**src/rtl/mcp_controller_if.sv**
```systemverilog
// rtl/mcp_controller_if.sv - instruction/data memory request/ready handshake bundle
interface mcp_controller_if;
  logic imem_req_o;
  logic imem_ready_i;
  logic dmem_req_o;
  logic dmem_we_o;
  logic dmem_ready_i;

  modport master (
    output imem_req_o,
    input  imem_ready_i,
    output dmem_req_o,
    output dmem_we_o,
    input  dmem_ready_i
  );

  modport slave (
    input  imem_req_o,
    output imem_ready_i,
    input  dmem_req_o,
    input  dmem_we_o,
    output dmem_ready_i
  );
endinterface

```
**src/rtl/mcp_controller.sv**
```systemverilog
// rtl/mcp_controller.sv - multi-cycle RV32I control unit with stall-tolerant memory handshakes,
// illegal-opcode/timeout traps and a retired-instruction counter
module mcp_controller #(
  parameter int X_LEN    = 32,
  parameter int MAX_WAIT = 15
) (
  input  logic             clk_i,
  input  logic             rst_ni,
  mcp_controller_if.master mem,
  input  logic [X_LEN-1:0] instr_i,
  input  logic [X_LEN-1:0] rs1_data_i,
  input  logic [X_LEN-1:0] rs2_data_i,
  output logic             IR_WE_o,
  output logic             PC_WE_o,
  output logic [1:0]       PC_SEL_o,
  output logic [2:0]       IMM_SEL_o,
  output logic             REG_WRITE_o,
  output logic             A_SEL_o,
  output logic             B_SEL_o,
  output logic [3:0]       ALU_OP_o,
  output logic [1:0]       WB_SEL_o,
  output logic             trap_o,
  output logic [1:0]       trap_cause_o,
  output logic [X_LEN-1:0] instret_o
);

  localparam int CW = $clog2(MAX_WAIT + 1);
  localparam logic [CW-1:0] W_LAST = CW'(MAX_WAIT - 1);

  localparam logic [6:0] OP_R      = 7'b0110011;
  localparam logic [6:0] OP_I      = 7'b0010011;
  localparam logic [6:0] OP_LOAD   = 7'b0000011;
  localparam logic [6:0] OP_STORE  = 7'b0100011;
  localparam logic [6:0] OP_BRANCH = 7'b1100011;
  localparam logic [6:0] OP_JAL    = 7'b1101111;
  localparam logic [6:0] OP_JALR   = 7'b1100111;
  localparam logic [6:0] OP_LUI    = 7'b0110111;
  localparam logic [6:0] OP_AUIPC  = 7'b0010111;

  typedef enum logic [2:0] {
    S_IDLE, S_FETCH, S_DECODE, S_EXEC, S_MEM, S_WB, S_TRAP
  } state_t;

  state_t           r_state;
  state_t           w_next;
  logic [CW-1:0]    r_wait;
  logic [1:0]       r_cause;
  logic [1:0]       w_cause_next;
  logic [X_LEN-1:0] r_instret;

  logic [6:0] w_opcode;
  logic [2:0] w_f3;
  logic       w_legal;
  logic       w_taken;
  logic [2:0] w_imm_sel;
  logic [3:0] w_f3_alu;
  logic [3:0] w_alu_op;
  logic       w_a_sel;
  logic       w_b_sel;
  logic       w_imem_req;
  logic       w_dmem_req;
  logic       w_dmem_we;
  logic       w_unused;

  assign w_opcode = instr_i[6:0];
  assign w_f3     = instr_i[14:12];
  assign w_unused = ^{instr_i[X_LEN-1:31], instr_i[29:15], instr_i[11:7]};

  always_comb begin
    w_legal   = 1'b1;
    w_imm_sel = 3'b000;
    case (w_opcode)
      OP_R, OP_I, OP_LOAD, OP_JALR: w_imm_sel = 3'b000;
      OP_STORE:                     w_imm_sel = 3'b001;
      OP_BRANCH: begin
        w_imm_sel = 3'b010;
        w_legal   = (w_f3 != 3'b010) && (w_f3 != 3'b011);
      end
      OP_LUI, OP_AUIPC:             w_imm_sel = 3'b011;
      OP_JAL:                       w_imm_sel = 3'b100;
      default:                      w_legal   = 1'b0;
    endcase
  end

  always_comb begin
    w_taken = 1'b0;
    case (w_f3)
      3'b000:  w_taken = (rs1_data_i == rs2_data_i);
      3'b001:  w_taken = (rs1_data_i != rs2_data_i);
      3'b100:  w_taken = ($signed(rs1_data_i) <  $signed(rs2_data_i));
      3'b101:  w_taken = ($signed(rs1_data_i) >= $signed(rs2_data_i));
      3'b110:  w_taken = (rs1_data_i <  rs2_data_i);
      3'b111:  w_taken = (rs1_data_i >= rs2_data_i);
      default: w_taken = 1'b0;
    endcase
  end

  // instr_i[30] selects SUB only for register-register ops; for ADDI it is an immediate bit.
  always_comb begin
    w_f3_alu = 4'b0000;
    case (w_f3)
      3'b000:  w_f3_alu = (w_opcode == OP_R && instr_i[30]) ? 4'b0001 : 4'b0000;
      3'b001:  w_f3_alu = 4'b0101;
      3'b010:  w_f3_alu = 4'b1000;
      3'b011:  w_f3_alu = 4'b1001;
      3'b100:  w_f3_alu = 4'b0100;
      3'b101:  w_f3_alu = instr_i[30] ? 4'b0111 : 4'b0110;
      3'b110:  w_f3_alu = 4'b1010;
      default: w_f3_alu = 4'b1011;
    endcase
  end

  always_comb begin
    w_alu_op = 4'b0000;
    w_a_sel  = 1'b0;
    w_b_sel  = 1'b0;
    case (w_opcode)
      OP_R:                         w_alu_op = w_f3_alu;
      OP_I: begin
        w_alu_op = w_f3_alu;
        w_b_sel  = 1'b1;
      end
      OP_LUI: begin
        w_alu_op = 4'b1100;
        w_b_sel  = 1'b1;
      end
      OP_AUIPC, OP_JAL, OP_BRANCH: begin
        w_a_sel = 1'b1;
        w_b_sel = 1'b1;
      end
      OP_LOAD, OP_STORE, OP_JALR:   w_b_sel = 1'b1;
      default: ;
    endcase
  end

  always_comb begin
    w_next       = r_state;
    w_cause_next = r_cause;
    w_imem_req   = 1'b0;
    w_dmem_req   = 1'b0;
    w_dmem_we    = 1'b0;
    IR_WE_o      = 1'b0;
    PC_WE_o      = 1'b0;
    PC_SEL_o     = 2'b00;
    IMM_SEL_o    = 3'b000;
    REG_WRITE_o  = 1'b0;
    A_SEL_o      = 1'b0;
    B_SEL_o      = 1'b0;
    ALU_OP_o     = 4'b0000;
    WB_SEL_o     = 2'b00;
    trap_o       = 1'b0;
    case (r_state)
      S_IDLE: w_next = S_FETCH;
      S_FETCH: begin
        w_imem_req = 1'b1;
        if (mem.imem_ready_i) begin
          IR_WE_o = 1'b1;
          w_next  = S_DECODE;
        end else if (r_wait == W_LAST) begin
          w_next       = S_TRAP;
          w_cause_next = 2'b10;
        end
      end
      S_DECODE: begin
        IMM_SEL_o = w_imm_sel;
        if (w_legal) begin
          w_next = S_EXEC;
        end else begin
          w_next       = S_TRAP;
          w_cause_next = 2'b01;
        end
      end
      S_EXEC: begin
        ALU_OP_o = w_alu_op;
        A_SEL_o  = w_a_sel;
        B_SEL_o  = w_b_sel;
        if (w_opcode == OP_BRANCH) begin
          PC_WE_o  = 1'b1;
          PC_SEL_o = w_taken ? 2'b01 : 2'b00;
          w_next   = S_FETCH;
        end else if (w_opcode == OP_LOAD || w_opcode == OP_STORE) begin
          w_next = S_MEM;
        end else begin
          w_next = S_WB;
        end
      end
      S_MEM: begin
        ALU_OP_o   = w_alu_op;
        A_SEL_o    = w_a_sel;
        B_SEL_o    = w_b_sel;
        w_dmem_req = 1'b1;
        w_dmem_we  = (w_opcode == OP_STORE);
        if (mem.dmem_ready_i) begin
          if (w_opcode == OP_STORE) begin
            PC_WE_o = 1'b1;
            w_next  = S_FETCH;
          end else begin
            w_next = S_WB;
          end
        end else if (r_wait == W_LAST) begin
          w_next       = S_TRAP;
          w_cause_next = 2'b11;
        end
      end
      S_WB: begin
        ALU_OP_o    = w_alu_op;
        A_SEL_o     = w_a_sel;
        B_SEL_o     = w_b_sel;
        REG_WRITE_o = 1'b1;
        PC_WE_o     = 1'b1;
        w_next      = S_FETCH;
        if (w_opcode == OP_LOAD) begin
          WB_SEL_o = 2'b01;
        end else if (w_opcode == OP_JAL) begin
          WB_SEL_o = 2'b10;
          PC_SEL_o = 2'b01;
        end else if (w_opcode == OP_JALR) begin
          WB_SEL_o = 2'b10;
          PC_SEL_o = 2'b10;
        end
      end
      S_TRAP: trap_o = 1'b1;
      default: w_next = S_IDLE;
    endcase
  end

  always_ff @(posedge clk_i or negedge rst_ni) begin
    if (!rst_ni) begin
      r_state   <= S_IDLE;
      r_wait    <= '0;
      r_cause   <= 2'b00;
      r_instret <= '0;
    end else begin
      r_state <= w_next;
      r_cause <= w_cause_next;
      if (w_next != r_state && (w_next == S_FETCH || w_next == S_MEM)) begin
        r_wait <= '0;
      end else if ((r_state == S_FETCH && !mem.imem_ready_i) ||
                   (r_state == S_MEM && !mem.dmem_ready_i)) begin
        r_wait <= r_wait + 1'b1;
      end
      if (PC_WE_o) begin
        r_instret <= r_instret + 1'b1;
      end
    end
  end

  assign mem.imem_req_o = w_imem_req;
  assign mem.dmem_req_o = w_dmem_req;
  assign mem.dmem_we_o  = w_dmem_we;
  assign trap_cause_o   = r_cause;
  assign instret_o      = r_instret;

endmodule

```
**src/flat_wrapper.sv**
```systemverilog
// flat-port wrapper written by rule: the top's interface ports become plain ports
module mcp_controller_flat 
#(
  parameter int X_LEN    = 32,
  parameter int MAX_WAIT = 15
)
  (clk_i, rst_ni, instr_i, rs1_data_i, rs2_data_i, IR_WE_o, PC_WE_o, PC_SEL_o, IMM_SEL_o, REG_WRITE_o, A_SEL_o, B_SEL_o, ALU_OP_o, WB_SEL_o, trap_o, trap_cause_o, instret_o, mem_imem_req_o, mem_imem_ready_i, mem_dmem_req_o, mem_dmem_we_o, mem_dmem_ready_i);
  mcp_controller_if mem_i ();
  input  logic clk_i;
  input  logic rst_ni;
  input  logic [X_LEN-1:0] instr_i;
  input  logic [X_LEN-1:0] rs1_data_i;
  input  logic [X_LEN-1:0] rs2_data_i;
  output logic IR_WE_o;
  output logic PC_WE_o;
  output logic [1:0] PC_SEL_o;
  output logic [2:0] IMM_SEL_o;
  output logic REG_WRITE_o;
  output logic A_SEL_o;
  output logic B_SEL_o;
  output logic [3:0] ALU_OP_o;
  output logic [1:0] WB_SEL_o;
  output logic trap_o;
  output logic [1:0] trap_cause_o;
  output logic [X_LEN-1:0] instret_o;
  output wire logic [$bits(mem_i.imem_req_o)-1:0] mem_imem_req_o;
  input wire logic [$bits(mem_i.imem_ready_i)-1:0] mem_imem_ready_i;
  output wire logic [$bits(mem_i.dmem_req_o)-1:0] mem_dmem_req_o;
  output wire logic [$bits(mem_i.dmem_we_o)-1:0] mem_dmem_we_o;
  input wire logic [$bits(mem_i.dmem_ready_i)-1:0] mem_dmem_ready_i;
  assign mem_imem_req_o = mem_i.imem_req_o;
  assign mem_i.imem_ready_i = mem_imem_ready_i;
  assign mem_dmem_req_o = mem_i.dmem_req_o;
  assign mem_dmem_we_o = mem_i.dmem_we_o;
  assign mem_i.dmem_ready_i = mem_dmem_ready_i;
  mcp_controller #(.X_LEN(X_LEN), .MAX_WAIT(MAX_WAIT)) u_core (.clk_i(clk_i), .rst_ni(rst_ni), .mem(mem_i), .instr_i(instr_i), .rs1_data_i(rs1_data_i), .rs2_data_i(rs2_data_i), .IR_WE_o(IR_WE_o), .PC_WE_o(PC_WE_o), .PC_SEL_o(PC_SEL_o), .IMM_SEL_o(IMM_SEL_o), .REG_WRITE_o(REG_WRITE_o), .A_SEL_o(A_SEL_o), .B_SEL_o(B_SEL_o), .ALU_OP_o(ALU_OP_o), .WB_SEL_o(WB_SEL_o), .trap_o(trap_o), .trap_cause_o(trap_cause_o), .instret_o(instret_o));
endmodule
```
**config.mk**
```make
export PLATFORM = sky130hd
export DESIGN_NAME = mcp_controller_flat
export DESIGN_NICKNAME = d
export VERILOG_FILES = /design/src/rtl/mcp_controller_if.sv /design/src/rtl/mcp_controller.sv /design/src/flat_wrapper.sv
export SDC_FILE = /design/constraint.sdc
export NUM_CORES = 1
export LEC_CHECK = 0
export BUFFER_PORTS_ARGS = -buffer_cell sky130_fd_sc_hd__buf_2
export CAP_MARGIN = 10
export CORE_ASPECT_RATIO = 1.25
export CORE_MARGIN = 3
export CORE_UTILIZATION = 25
export DETAILED_ROUTE_END_ITERATION = 6
export HOLD_SLACK_MARGIN = 0.03
export SYNTH_ARGS = -nofsm -noshare
export SYNTH_HDL_FRONTEND = slang
export SYNTH_SLANG_ARGS = --single-unit
export TNS_END_PERCENT = 30
```
**constraint.sdc**
```tcl
create_clock -name clk_i -period 2.9 [get_ports clk_i]
set_clock_uncertainty 0.05 [all_clocks]
set_input_delay 0.29 -clock clk_i [delete_from_list [all_inputs] [get_ports clk_i]]
set_output_delay 0.29 -clock clk_i [all_outputs]
set_load 0.05 [all_outputs]
```
==> After elaboration in Yosys (flattened, before gate mapping) <==
Index checks and enable logic that the tools add are counted.
{ "op_classes": {"n_mux": 49, "reduce_logical": 22, "bitwise": 0, "multipliers": 0, "shift": 0, "order_cmp": 4, "n_eq_ne": 35, "add_sub_neg": 2, "div": 0} }
{ "op_table": {"columns": ["operator", "count"], "rows": [
  ["32-bit >= comparator", 2],
  ["32-bit less-than comparator", 2],
  ["32-bit by 1-bit adder with 32-bit output (second input constant)", 1],
  ["32-bit equality test", 1],
  ["32-bit != test", 1],
  ["4-bit one-hot mux with 7 select lines", 1],
  ["3-bit equality test (second input constant)", 8],
  ["2-bit 2-to-1 mux", 12],
  ["7-bit by 6-bit equality test with 1-bit output (second input constant)", 3],
  ["7-bit equality test (second input constant)", 3],
  ["3-bit 2-to-1 mux", 7],
  ["1-bit 2-to-1 mux", 18],
  ["3-bit one-hot mux with 6 select lines", 1],
  ["8-bit OR reduction", 2],
  ["7-bit by 5-bit equality test with 1-bit output (second input constant)", 2],
  ["3-bit by 2-bit equality test with 1-bit output (second input constant)", 4],
  ["4-bit 2-to-1 mux", 3],
  ["3-bit one-hot mux with 4 select lines", 1],
  ["3-bit by 1-bit equality test with 1-bit output (second input constant)", 3],
  ["4-bit one-hot mux with 2 select lines", 1],
  ["7-bit by 2-bit equality test with 1-bit output (second input constant)", 1],
  ["3-bit logical NOT", 2],
  ["2-bit != test (second input constant)", 3],
  ["3-bit by 2-bit != test with 1-bit output (second input constant)", 2],
  ["other kinds (17)", 28]
]} }
{ "totals": {"mem_bits_rw": 0, "wordCells": 116, "latchBits": 0, "reg_bits": 41, "input_bits": 100, "memories": 0, "romBits": 0, "out_inout_bits": 54} }

==> Longest topological paths before layout <==
{ "logic_depth": {"depth_word": 9, "depth_mapped": 9, "mapped_depth_nobuf": 9} }

==> Worst setup path after synthesis <==
Ideal clock, no wire load.
{ "synth_path": {"kind": "reg-to-output", "startpoint": "register u_core.r_state[1]", "endpoint": "output port PC_SEL_o[1]", "t_required_ns": 2.560, "path_stages_with_launch": 5, "setup_slack_ns": -0.636, "n_path_buf": 1, "arrival_ns": 3.196, "path_cell_list": "dfrtp_1 clkbuf_1 nor3_1 o21ai_0 nor3_1"} }
{ "synth_between": {"elab_chain_cells": 2, "word_cells_on_any_way": 3, "classes_between": "2 x eq/ne; 1 x mux"} }
{ "synth_lines": {"columns": ["element", "line", "source"], "rows": [
  ["start: declaration", "mcp_controller.sv:44", "state_t r_state;"],
  ["start signal: assignment", "mcp_controller.sv:234", "r_state <= w_next;"],
  ["3-bit equality test or 3-bit by 2-bit equality test with 1-bit output (tied branches)", "mcp_controller.sv:152", "case (r_state)"],
  ["2-bit one-hot mux with 2 select lines *", "mcp_controller.sv:152", null],
  ["end: declaration", "flat_wrapper.sv:16", "output logic [1:0] PC_SEL_o;"]
]} }
Mark *: on every way between the ends. The rest lies on a longest branch, timed or not.

==> Final worst setup path <==
{ "layout_path": {"startpoint": "input port rs2_data_i[9]", "endpoint": "output port PC_SEL_o[0]"} }
{ "layout_between": {"elab_chain_cells": 5, "word_cells_on_any_way": 10, "classes_between": "4 x order compare; 2 x eq/ne; 4 x mux"} }
{ "layout_lines": {"columns": ["element", "line", "source"], "rows": [
  ["start: declaration", "flat_wrapper.sv:13", "input logic [X_LEN-1:0] rs2_data_i;"],
  ["32-bit >= comparator (tied with other cells)", "mcp_controller.sv:93", "3'b111: w_taken = (rs1_data_i >= rs2_data_i);"],
  ["1-bit one-hot mux with 6 select lines *", "mcp_controller.sv:87", "case (w_f3)"],
  ["1-bit 2-to-1 mux *", "mcp_controller.sv:179", "PC_SEL_o = w_taken ? 2'b01 : 2'b00;"],
  ["2-bit 2-to-1 mux *", "mcp_controller.sv:177", "if (w_opcode == OP_BRANCH) begin"],
  ["2-bit one-hot mux with 2 select lines *", "mcp_controller.sv:152", null]
]} }
Marks and branches as above.

==> results.toml <==
[run_status]
result_of_the_run = "finished, final reports clean"

[drt]
routed-via-count = 3249
avgViaCountPerCell = 4.74
detail-route-antenna-nets = 0
drcViolationCount = 0
drt_pass1_iterations = 4
detailedRoute.firstIterationViolations = 88
routed_wire_length_per_instance_um = 13.7
drt_wl_total_um = 9410

[critical_path]
critical_path_peak_fanout = 3
timing.critical_path.required_ns = 2.56
crit_arrival_ns = 2.49
type_of_origin_of_the_critical_path = "primary input"
endpoint_kind = "output pin"
setup_crit_path_kind = "in -> out"

[timing]
postLayoutSetupSlackWorst_ns = 0.0661
fin_crit_sh_pct = 97.7
slew_headroom_pct = 40.8
rsz0062_at_grt = "false"
hold_ws_ns = 0.0816
report.final.setup_viol = 0
worst-slew-pin-transition_ns = 0.889
drv_slew = 0
final_hold_viol_count = 0
highest_clock_rate_mhz = 353
period_minus_slack_ns = 2.83

[power_and_ir_drop]
max-vdd-ir-drop_v = 0.000307
total_leakage_power_nw = 2.28
power_density_nw_per_um2 = 538

[die]
design.die.area_sq_um = 14400
chipHeight_um = 134
die_w_um = 108
floorplan.initialDensity_pct = 26.1
ioPinCount = 154
num_rows = 45
core_region_area_sq_um = 12400

[place]
dpl.hpwl_um = 7900
buffer_ports.inserted = 132
worst_setup_timing_slack_at_the_placement_stage_ns = -0.152
gp_congestion = 0.830

[synth]
synth.lib_cells_used.distinct = 54
synth_enable_flop_cells = 0
synth_nets = 516
synth_flop_cell = "sky130_fd_sc_hd__dfrtp_1"
yosysWarningCount = 0
synthesis.area_per_instance_sq_um = 8.54
synth_sequential_area_ratio_pct = 31.5
syn-instance-count = 381
post_synth_instance_area_sq_um = 3250
synth_async_sr_flop_share_pct = 100
synth-seq-cells = 41

[grt]
first_global_vias = 3178
groute.usage.overall_pct = 12.5
grt_first_pass_wirelength_um = 14700
globalRouteOverflowTotal = 0
grt_max_degree = 42
grt_antenna_before_repair = 0

[clock_tree]
cts.hold.buffers_added = 0
cts_sinks = 41
clk_path_buf_depth = 2
clock_pin_slew_on_the_worst_setup_and_hold_paths_ns = 0.05
cts.htree.levels = 2
tritoncts = "built"
clk_latency_ns = 0.28
cts_made_buffers = 5
cts-root-buf = "sky130_fd_sc_hd__clkbuf_16"

[layout]
finalCoreUtilization_pct = 35.2
diodes = 0
drive_above_1_share_pct = 31.9
areaGrowthSynthToFinish_pct = 34.7
layout.nets = 655

[run]
max_cap_viol_count = 0

[min_path]
holdCritPathClass = "in -> async"
[report_power, final]
part	total (mW)	internal (mW)	switching, mW
sequential	0.752	0.646	0.106
combinational	0.971	0.323	0.647
clock	0.634	0.430	0.205
total	2.36	1.40	0.959
[synthesized netlist by cell type, types with 3 or more instances]
cell	number	area, sq um
sky130_fd_sc_hd__nand2_1	35	131
sky130_fd_sc_hd__o211ai_1	4	30.0
sky130_fd_sc_hd__a21o_1	6	45.0
sky130_fd_sc_hd__xor2_1	13	114
sky130_fd_sc_hd__ha_1	35	438
sky130_fd_sc_hd__nand4_1	21	131
sky130_fd_sc_hd__or2_2	3	18.8
sky130_fd_sc_hd__nor2_1	36	135
sky130_fd_sc_hd__a211oi_1	5	37.5
sky130_fd_sc_hd__inv_1	44	165
sky130_fd_sc_hd__mux2i_1	3	30.0
sky130_fd_sc_hd__nor4_1	3	18.8
sky130_fd_sc_hd__nor3_1	3	15.0
sky130_fd_sc_hd__and4_1	4	35.0
sky130_fd_sc_hd__a2111oi_0	3	26.3
sky130_fd_sc_hd__nand3_1	13	65.1
sky130_fd_sc_hd__and3_1	7	43.8
sky130_fd_sc_hd__nor2b_1	3	18.8
sky130_fd_sc_hd__a21oi_1	19	95.1
sky130_fd_sc_hd__xnor2_1	22	193
sky130_fd_sc_hd__o21a_1	3	22.5
sky130_fd_sc_hd__dfrtp_1	41	1030
sky130_fd_sc_hd__and2_1	3	18.8
sky130_fd_sc_hd__o21ai_0	10	50.1
[sequential cells by signal, summed over array words and instances, names as in the netlist]
signal / count
u_core.trap_cause_o: 2
u_core.r_wait: 4
u_core.instret_o: 32
u_core.r_state: 3
[critical path, stage by stage]
cell	delay [ns]
sky130_fd_sc_hd__buf_2	0.08
sky130_fd_sc_hd__inv_1	0.04
sky130_fd_sc_hd__ha_1	0.29
sky130_fd_sc_hd__a21o_1	0.16
sky130_fd_sc_hd__nand3_1	0.09
sky130_fd_sc_hd__a21oi_2	0.06
sky130_fd_sc_hd__o41a_1	0.46
sky130_fd_sc_hd__buf_6	0.14
sky130_fd_sc_hd__or4b_1	0.50
sky130_fd_sc_hd__nand4_1	0.12
sky130_fd_sc_hd__o31ai_2	0.09
sky130_fd_sc_hd__buf_6	0.16
[layout make-up]
cell class	instances	area, sq um
tap	164	205
multi-input combinational	289	2090
inverter	46	173
fill	1300	8060
clock inverter	1	30.0
clock buffer	7	143
timing repair buffer	137	711
sequential	41	1030
[per-layer routing]
metal / share of wire, % / vias up / global-route usage [%]
met2: 50 / 148 / 24.1
met5: 0 / - / 0
met3: 9.4 / 8 / 2.91
met4: 0.78 / 0 / 2.46
li1: - / 1619 / -
met1: 39 / 1474 / 13.8
[final timing paths]
check / from / endpoint / slack (ns) / cells past startpoint
max: rs2_data_i[9] / PC_SEL_o[0] / 0.07 / 12
min: rst_ni / u_core.instret_o[27] / 0.08 / 1
max reg2reg: u_core.r_wait[0] / u_core.r_wait[2] / 0.59 / 8
min reg2reg: u_core.instret_o[31] / u_core.instret_o[31] / 0.43 / 1
max in group asynchronous: rst_ni / u_core.instret_o[0] / 2.16 / 1
min in group clk_i: mem_imem_ready_i / u_core.trap_cause_o[0] / 0.29 / 2
[placed cells by master, fill, tap and decap left out, drive strengths merged, types with 3 or more instances in the layout]
cell type  instances
mux2i              3
nand2             35
xnor2             22
o21a               3
and4               4
nor2              36
xor2              13
o211ai             4
nor3               3
a2111oi            3
clkbuf             8
nand3             15
ha                35
nor4               3
o21ai             10
a211oi             5
and2               3
nor2b              3
inv               46
a21oi             19
a21o               6
or2                5
buf              136
and3               7
dfrtp             41
nand4             21
[per-stage QoR]
step                total power, mW  cell area, sq um  TNS (ns)  std cells
floorplan                      1.44              3270    -0.253        381
global placement               1.72              4140   -0.0982        676
detailed placement             1.74              4140    -0.152        676
CTS                            2.39              4340         0        684
global route                   2.52              4380         0        685
finish                         2.36              4380         0        685
[repair_timing]
action,CTS,global route
hold endpoints to repair,0,0
buffers inserted,0,1
endpoints found under the setup margin,1,3
resized for setup,5,10
pin swaps,2,5
[logic make-up after synthesis]
group                    synth area share (%)
adder cells (fa/ha/maj)                  13.5
flip-flops                               31.5
buffers and inverters                    6.08
AND/OR/NAND/NOR                          23.3
AO/OA/AOI/OAI                            14.9
multiplexers                             1.27
XOR/XNOR                                 9.42
Note: power is estimated with default switching activity, not from simulation.
